## config.mk

```make
export PLATFORM = sky130hd
export DESIGN_NAME = alu_operand_stage
export DESIGN_NICKNAME = d
export VERILOG_FILES = /design/src/rtl/alu_operand_stage.sv
export SDC_FILE = /design/constraint.sdc
export NUM_CORES = 1
export LEC_CHECK = 0
export BUFFER_PORTS_ARGS = -buffer_cell sky130_fd_sc_hd__buf_2
export CAP_MARGIN = 20
export CORE_AREA = 2 2 134 136
export CTS_CLUSTER_SIZE = 28
export DETAILED_ROUTE_END_ITERATION = 10
export DIE_AREA = 0 0 136 138
export GPL_ROUTABILITY_DRIVEN = 0
export GPL_TIMING_DRIVEN = 0
export MAX_ROUTING_LAYER = met4
export PLACE_DENSITY = 0.68
export SYNTH_ARGS = -nofsm -noshare
export SYNTH_HDL_FRONTEND = slang
export SYNTH_SLANG_ARGS = --single-unit
```

## constraint.sdc

```tcl
create_clock -name clk_i -period 2.1 [get_ports clk_i]
set_input_delay 0.42 -clock clk_i [delete_from_list [all_inputs] [get_ports clk_i]]
set_output_delay 0.42 -clock clk_i [all_outputs]
set_load 0.05 [all_outputs]
```

## src/rtl/alu_operand_stage.sv

```systemverilog
// ---------------------------------------------------------------------------
// alu_operand_stage
//
// ID/EX pipeline register that sits directly in front of the combinational
// ALU. It captures one decoded instruction, resolves its source operands
// (EX/MEM forward, MEM/WB forward, x0, or register-file data), selects the
// A/B operands (rs1/PC/zero and rs2/imm), and stalls the front end on a
// load-use hazard. The held {op, a, b} drives the ALU directly.
//
// Ports
//   clk_i, rst_i          clock (rising edge), synchronous active-high reset
//   flush_i               kill the held and the incoming instruction
//   in_valid_i/in_ready_o upstream handshake (decoded instruction)
//   in_op_i .. in_rd_i    decoded instruction fields and register-file data
//   ex_load_i, ex_rd_i    load currently in EX (load-use detection)
//   exm_we_i/rd_i/data_i  EX/MEM writeback, forwarding source (higher priority)
//   mwb_we_i/rd_i/data_i  MEM/WB writeback, forwarding source (lower priority)
//   out_valid_o/ready_i   downstream handshake toward EX
//   op_o, a_o, b_o        registered ALU inputs
//   store_data_o          forwarded rs2, used by stores
//   out_rd_o              destination register index
//
// Handshake: a transfer happens on a rising edge where valid && ready are both
// high. in_ready_o depends combinationally on out_ready_i, the hazard check
// and flush_i; out_valid_o and the payload come straight from registers and
// do not change while out_valid_o && !out_ready_i.
// ---------------------------------------------------------------------------
module alu_operand_stage #(
  parameter int Width    = 32,
  parameter int RegAddrW = 5
) (
  input  logic                clk_i,
  input  logic                rst_i,
  input  logic                flush_i,
  input  logic                in_valid_i,
  output logic                in_ready_o,
  input  logic [3:0]          in_op_i,
  input  logic [RegAddrW-1:0] in_rs1_i,
  input  logic [RegAddrW-1:0] in_rs2_i,
  input  logic [Width-1:0]    in_rs1_data_i,
  input  logic [Width-1:0]    in_rs2_data_i,
  input  logic [Width-1:0]    in_pc_i,
  input  logic [Width-1:0]    in_imm_i,
  input  logic [1:0]          in_a_sel_i,
  input  logic                in_b_sel_i,
  input  logic [RegAddrW-1:0] in_rd_i,
  input  logic                ex_load_i,
  input  logic [RegAddrW-1:0] ex_rd_i,
  input  logic                exm_we_i,
  input  logic [RegAddrW-1:0] exm_rd_i,
  input  logic [Width-1:0]    exm_data_i,
  input  logic                mwb_we_i,
  input  logic [RegAddrW-1:0] mwb_rd_i,
  input  logic [Width-1:0]    mwb_data_i,
  output logic                out_valid_o,
  input  logic                out_ready_i,
  output logic [3:0]          op_o,
  output logic [Width-1:0]    a_o,
  output logic [Width-1:0]    b_o,
  output logic [Width-1:0]    store_data_o,
  output logic [RegAddrW-1:0] out_rd_o
);

  localparam logic [1:0] ASelRs1 = 2'd0;
  localparam logic [1:0] ASelPc  = 2'd1;

  logic                r_valid;
  logic [3:0]          r_op;
  logic [Width-1:0]    r_a;
  logic [Width-1:0]    r_b;
  logic [Width-1:0]    r_store;
  logic [RegAddrW-1:0] r_rd;

  logic             w_hazard;
  logic             w_accept;
  logic [Width-1:0] w_rs1_fwd;
  logic [Width-1:0] w_rs2_fwd;
  logic [Width-1:0] w_a;
  logic [Width-1:0] w_b;

  // Operand resolution for one source index. EX/MEM is the younger result, so
  // it beats MEM/WB; x0 is never forwarded and always reads as zero.
  function automatic logic [Width-1:0] fwd_sel(
    input logic [RegAddrW-1:0] src,
    input logic [Width-1:0]    rf_data,
    input logic                exm_we,
    input logic [RegAddrW-1:0] exm_rd,
    input logic [Width-1:0]    exm_data,
    input logic                mwb_we,
    input logic [RegAddrW-1:0] mwb_rd,
    input logic [Width-1:0]    mwb_data
  );
    logic [Width-1:0] v;
    if (exm_we && (exm_rd == src) && (src != '0)) begin
      v = exm_data;
    end else if (mwb_we && (mwb_rd == src) && (src != '0)) begin
      v = mwb_data;
    end else if (src == '0) begin
      v = '0;
    end else begin
      v = rf_data;
    end
    return v;
  endfunction

  // rs1 only matters when the A operand actually uses it; rs2 is always
  // checked because stores need it as store data even when B is the immediate.
  always_comb begin
    w_hazard = 1'b0;
    if (ex_load_i && (ex_rd_i != '0)) begin
      w_hazard = ((ex_rd_i == in_rs1_i) && (in_a_sel_i == ASelRs1)) ||
                 (ex_rd_i == in_rs2_i);
    end
  end

  assign in_ready_o = (!r_valid || out_ready_i) && !w_hazard && !flush_i;
  assign w_accept   = in_valid_i && in_ready_o;

  always_comb begin
    w_rs1_fwd = fwd_sel(in_rs1_i, in_rs1_data_i, exm_we_i, exm_rd_i, exm_data_i,
                        mwb_we_i, mwb_rd_i, mwb_data_i);
    w_rs2_fwd = fwd_sel(in_rs2_i, in_rs2_data_i, exm_we_i, exm_rd_i, exm_data_i,
                        mwb_we_i, mwb_rd_i, mwb_data_i);
  end

  // Selector value 3 is reserved and reads as zero, same as 2.
  always_comb begin
    w_a = '0;
    case (in_a_sel_i)
      ASelRs1: w_a = w_rs1_fwd;
      ASelPc:  w_a = in_pc_i;
      default: w_a = '0;
    endcase
    w_b = in_b_sel_i ? in_imm_i : w_rs2_fwd;
  end

  // Priority: reset, flush, capture, drain. When the output is stalled none of
  // the branches fire, so every register holds.
  always_ff @(posedge clk_i) begin
    if (rst_i) begin
      r_valid <= 1'b0;
      r_op    <= '0;
      r_a     <= '0;
      r_b     <= '0;
      r_store <= '0;
      r_rd    <= '0;
    end else if (flush_i) begin
      r_valid <= 1'b0;
    end else if (w_accept) begin
      r_valid <= 1'b1;
      r_op    <= in_op_i;
      r_a     <= w_a;
      r_b     <= w_b;
      r_store <= w_rs2_fwd;
      r_rd    <= in_rd_i;
    end else if (out_ready_i) begin
      // Held instruction consumed with nothing new behind it: bubble.
      r_valid <= 1'b0;
    end
  end

  assign out_valid_o  = r_valid;
  assign op_o         = r_op;
  assign a_o          = r_a;
  assign b_o          = r_b;
  assign store_data_o = r_store;
  assign out_rd_o     = r_rd;

endmodule

```

* Word-level counts from Yosys, hierarchy flattened
Cells that the tools add are included.
** Word-level totals
- Register bits after elaboration :: 106
** Operators by class
- Equality and inequality tests :: 7
- Mux-type cells :: 11
- Bitwise gates (word level) :: 1
- Reduce and logical (&&, ||, !) cells :: 27
** Operators with widths (count)
- $mux W32 :: 7
- $pmux W32 S2 :: 1
- $eq A5 B5 Y1 :: 6
- $reduce_bool A5 Y1 :: 3
- $logic_and A1 B1 Y1 :: 13
- $logic_not A5 Y1 :: 2
- $logic_not A1 Y1 :: 3
- $mux W1 :: 3
- $eq A2 B1 Y1 const B :: 1
- $logic_not A2 Y1 :: 1
- $logic_or A1 B1 Y1 :: 2
- $reduce_and A2 Y1 :: 1
- $reduce_bool A2 Y1 :: 1
- $reduce_or A2 Y1 :: 1
- $not A1 Y1 :: 1

* Logic depth before layout (Yosys ltp)
- Word-level depth :: 9
- Depth in mapped cells :: 9
- Gate-level depth less buffers :: 6

* Least setup slack after synthesis
OpenSTA, ideal clock, no wires.
- Path kind :: in2out
- Start :: input in_rs2_i[1]
- End :: output in_ready_o
- Arrival time :: 2.168 ns
- Required time :: 1.680 ns
- Setup slack :: -0.488 ns
- Cell stages on the path :: 6
- Buffers on the path :: 1
- Cells stage by stage :: buf_2 xnor2_1 nand2_1 o22ai_1 and3_1 nor3_1
** Between the ends
- Longest elaborated chain between the ends :: 6
** RTL lines
- start, declared :: RTL line 39 : input logic [RegAddrW-1:0] in_rs2_i,
- $eq A5 B5 Y1 :: RTL line 112 : (ex_rd_i == in_rs2_i);
- $logic_or A1 B1 Y1 :: RTL line 111 : w_hazard = ((ex_rd_i == in_rs1_i) && (in_a_sel_i == ASelRs1)) ||
- $mux W1 :: RTL line 110 : if (ex_load_i && (ex_rd_i != '0)) begin
- $logic_not A1 Y1 :: RTL line 116 : assign in_ready_o = (!r_valid || out_ready_i) && !w_hazard && !flush_i;
- $logic_and A1 B1 Y1 (2 in series) :: RTL line 116
- end, declared :: RTL line 36 : output logic in_ready_o,
Every way passes these cells.

* Worst setup path after layout
- Start :: input mwb_rd_i[0]
- End :: register r_a[27], in the netlist a_o[27]
** Between the ends
- Longest elaborated chain between the ends :: 6
** RTL lines
- start, declared :: RTL line 53 : input logic [RegAddrW-1:0] mwb_rd_i,
- $eq A5 B5 Y1 :: RTL line 96 : end else if (mwb_we && (mwb_rd == src) && (src != '0)) begin
- $logic_and A1 B1 Y1 (2 in series) :: RTL line 96
- $mux W32 :: RTL line 96
- $mux W32 :: RTL line 94 : if (exm_we && (exm_rd == src) && (src != '0)) begin
- $pmux W32 S2 :: RTL line 129 : case (in_a_sel_i)
- end signal, assigned :: RTL line 152 : r_a <= w_a;
- end, declared :: RTL line 69 : logic [Width-1:0] r_a;
Every way passes these cells.
A chain may end at the register's enable or synchronous reset.

==> impl_metrics.py <==
metrics = {
    "run_status": {
        "status": "complete, but fails checks",
        "violations": "setup timing",
    },
    "floorplanning": {
        "die_y_um": 138,
        "start_util": 0.344,
        "pin_count": 344,
        "core_um2": 17500,
        "core.rowCount": 49,
        "dieArea_um2": 18800,
        "fp.dieW_um": 136,
    },
    "global_route": {
        "first_global_vias": 6977,
        "gr-total-overflow": 0,
        "grt_max_degree": 21,
        "antenna_found_initial": 1,
        "grt_pass1_wl_mm": 41.6,
        "grt_use_total": 0.304,
    },
    "critical_path": {
        "path_cells": "buf_8 -> xor2_1 -> nor4_1 -> and3_1 -> buf_6 -> buf_4 -> buf_12 -> mux2_4 -> a222oi_1 -> a211oi_1",
        "timing.rr.end": "store_data_o[14]",
        "worst-path-stages": 10,
        "worstSetupEndpointType": "flip-flop",
        "crit_arrival_ns": 2.48,
        "timing.rr.start": "out_valid_o",
        "rrSetupSlack_ns": 0.11,
        "cp_slowest_cell": "a222oi_1",
        "crit_end": "a_o[27]",
        "critPathTopFamily": "buffers and inverters",
        "slowest_delay_ns": 0.35,
        "cp.required_ns": 2.32,
        "ff2ff_path_depth": 8,
        "critical_path_class": "input pin to flip-flop",
        "startpoint_type": "input pin",
        "crit_fanout": 6,
        "crit_path_start": "mwb_rd_i[0]",
        "cp.buffers_inverters": 4,
    },
    "routing": {
        "drt_iter0_drc": 639,
        "firstDrtPassIters": 5,
        "via_count": 7101,
        "antenna_left": 0,
        "viasPerCell": 5.72,
        "post_drt_wl_per_cell_um": 23.4,
        "drc": 0,
        "wl_mm": 29.1,
    },
    "sta": {
        "skew_ns": 0.00799,
        "relSlewSlack": 0.465,
        "worst_slack_ns": -0.156,
        "holdWs_ns": 0.294,
        "period_needed_ns": 2.26,
        "worstMarginPinSlew_ns": 0.799,
        "fmax_mhz": 443,
        "hold_violations": 0,
        "setup_viol": 24,
        "slew_viol_final": 0,
        "rsz0062_at_grt": "true",
        "period_share": 1.07,
    },
    "power_and_ir_drop": {
        "power.leakage_nw": 3.93,
        "ir_worst_vdd_v": 0.000389,
        "intPower_mw": 3.59,
        "switching_share": 0.362,
        "p_per_area_nw_per_um2": 640,
        "seqPwrFrac": 0.389,
        "p_switching_mw": 2.04,
        "pwr-share-comb": 0.300,
        "pwr-share-clk": 0.311,
    },
    "synthesis": {
        "async_reset_ff_frac": 0,
        "synthFlopType": "dfxtp_1",
        "syn_area_um2": 6030,
        "ys_seq_elements": 106,
        "avgSynthCellArea_um2": 9.43,
        "yosysSeqAreaShare": 0.352,
        "syn-num-nets": 876,
        "synthCells": 639,
        "synth_edf_count": 0,
        "ys_types": 47,
        "yosysWarnings": 0,
    },
    "cells_and_area": {
        "areaGrowthSynthToFinish_pct": 46.0,
        "fill_cells": 1790,
        "layout.nets": 1243,
        "fin_area_um2": 8800,
        "drive_above_1_share": 0.492,
        "fin_util": 0.502,
        "multiInputGateArea_um2": 3700,
        "regArea_um2": 2120,
        "layoutNonFillerInstCount": 1241,
    },
    "place": {
        "dp_hpwl_mm": 22.3,
        "io_buffers": 341,
        "dp.cells": 1210,
        "post_dp_cell_area_um2": 8040,
    },
    "clock_tree": {
        "cts_inserted_buffers": 9,
        "hold_buffers": 0,
        "cts.path.max_buffers": 2,
        "ctsHtreeMaxLevel": 3,
        "clock-root-buffer": "clkbuf_16",
        "cts_tree": "built",
        "clk_latency_ns": 0.36,
        "clk_pin_slew_ns": 0.08,
        "clock-sinks": 106,
    },
    "job": {
        "drv_cap": 0,
    },
    "min_path": {
        "hold_path.class": "input pin to flip-flop",
    },
}
[cells by family after synthesis]
group	synth area share
simple gates	0.147
mux	0.0797
buf+inv	0.0554
xor+xnor	0.0436
compound gates	0.322
flops	0.352
[worst reg2reg max path: stages (launching register included)]
cell and delay, ns:
dfxtp_1 0.33, nor2b_1 0.18, nor2_1 0.10, nand2_1 0.15, a31oi_4 0.38, buf_4 0.20, nand2b_4 0.07, clkbuf_2 0.23
o32ai_1 0.27
[per-stage QoR]
| stage | setup slack (ns) | TNS (ns) | total power [mW] |
|---|---|---|---|
| final | -0.156 | -1.53 | 5.63 |
| after global routing | -0.213 | -4.11 | 5.82 |
| after CTS | -0.0735 | -0.333 | 5.60 |
| after detailed placement | -0.870 | -68.31 | 3.83 |
| after global placement | -0.928 | -70.46 | 3.81 |
| after floorplan | -0.0387 | -0.448 | 3.21 |
[registers in the layout, indices dropped and copies added, names as in the netlist]
signal / cells
out_valid_o: 1
b_o: 32
store_data_o: 32
out_rd_o: 5
a_o: 32
op_o: 4
[timing repair]
| item | in CTS | in global routing |
|---|---|---|
| setup buffers | 6 | 10 |
| gates cloned | 1 | 1 |
| pin swaps | 36 | 18 |
| resized for setup | 61 | 33 |
| endpoints found under the setup margin | 104 | 94 |
[power by group through the flow]
stage	Clock [mW]	Sequential [mW]	Combinational, mW
final	1.75	2.19	1.69
after global routing	1.84	2.20	1.78
after CTS	1.77	2.19	1.64
after detailed placement	0	2.23	1.60
after global placement	0	2.23	1.58
after floorplan	0	2.63	0.574
[routing by layer]
| layer | wire [µm] | global-route usage | part of all wire | vias to the layer above |
|---|---|---|---|---|
| met5 | 0 | - | 0 | - |
| met4 | 721 | 0.0981 | 0.025 | 0 |
| met3 | 2320 | 0.0513 | 0.080 | 55 |
| met2 | 14500 | 0.512 | 0.50 | 369 |
| met1 | 11600 | 0.366 | 0.40 | 3444 |
| li1 | - | - | - | 3233 |
[worst min-delay path by stage]
stage               cells past startpoint           to       start  slack (ns)
finish                                  3  out_rd_o[3]  in_rd_i[3]        0.29
global route                            3      op_o[2]  in_op_i[2]        0.29
CTS                                     3  out_rd_o[1]  in_rd_i[1]        0.28
detailed placement                      1      a_o[10]     a_o[10]        0.44
global placement                        1      a_o[10]     a_o[10]        0.44
floorplan                               1  out_valid_o     flush_i        0.50
[synthesized netlist by cell type, types with 2 or more instances]
cell         n  area, µm²
mux2_4       8        120
clkbuf_1    39        146
a311oi_1    27        236
nor2b_1      2       12.5
mux2_1       3       33.8
nor2_1      68        255
xor2_1       6       52.6
buf_1        4       15.0
o311a_1      5       50.1
a222oi_1    22        220
mux2i_1      9       90.1
and3_1       2       12.5
nand2_1     37        139
mux2_2      21        236
a211oi_1    13       97.6
a221oi_1     2       17.5
a32o_1      10        100
xnor2_1     24        210
dfxtp_1    106       2120
o2bb2ai_1    9       78.8
nand4_1      3       18.8
a221oi_2     3       45.0
o32ai_1      5       43.8
nor3_2       4       40.0
a221o_1     37        370
nor3_1       5       25.0
buf_2       12       60.1
nor4_1       2       12.5
buf_4        4       30.0
o22ai_1     28        175
or4_1        2       15.0
buf_6        7       78.8
o211ai_2    28        350
o21ai_1     27        135
nand2b_1    43        269
[final cells by class]
cell class | instances | share of cell area
buffer | 63 | 0.0461
multi-input combinational | 466 | 0.421
timing repair buffer | 359 | 0.225
antenna | 1 | 0.000284
clock buffer | 9 | 0.0256
clock inverter | 7 | 0.00811
tap | 229 | 0.0326
sequential | 106 | 0.241
inverter | 1 | 0.000427
[layout by cell type (no fill, tap or decap), types with 5 or more instances in the layout]
| cell | instances |
|---|---|
| buf_2 | 344 |
| dfxtp_1 | 106 |
| nor2_1 | 66 |
| nand2b_1 | 42 |
| nand2_1 | 37 |
| a221o_1 | 37 |
| o211ai_2 | 28 |
| a311oi_1 | 27 |
| o21ai_1 | 27 |
| o22ai_1 | 27 |
| xnor2_1 | 24 |
| mux2_4 | 22 |
| a222oi_1 | 22 |
| clkbuf_1 | 20 |
| buf_4 | 16 |
| buf_6 | 14 |
| a211oi_1 | 13 |
| clkbuf_2 | 11 |
| a32o_1 | 10 |
| clkbuf_16 | 10 |
| mux2i_1 | 9 |
| o2bb2ai_1 | 9 |
| mux2_2 | 9 |
| xor2_1 | 6 |
| buf_12 | 6 |
| o311a_1 | 5 |
(Power assumes the default switching activity.)
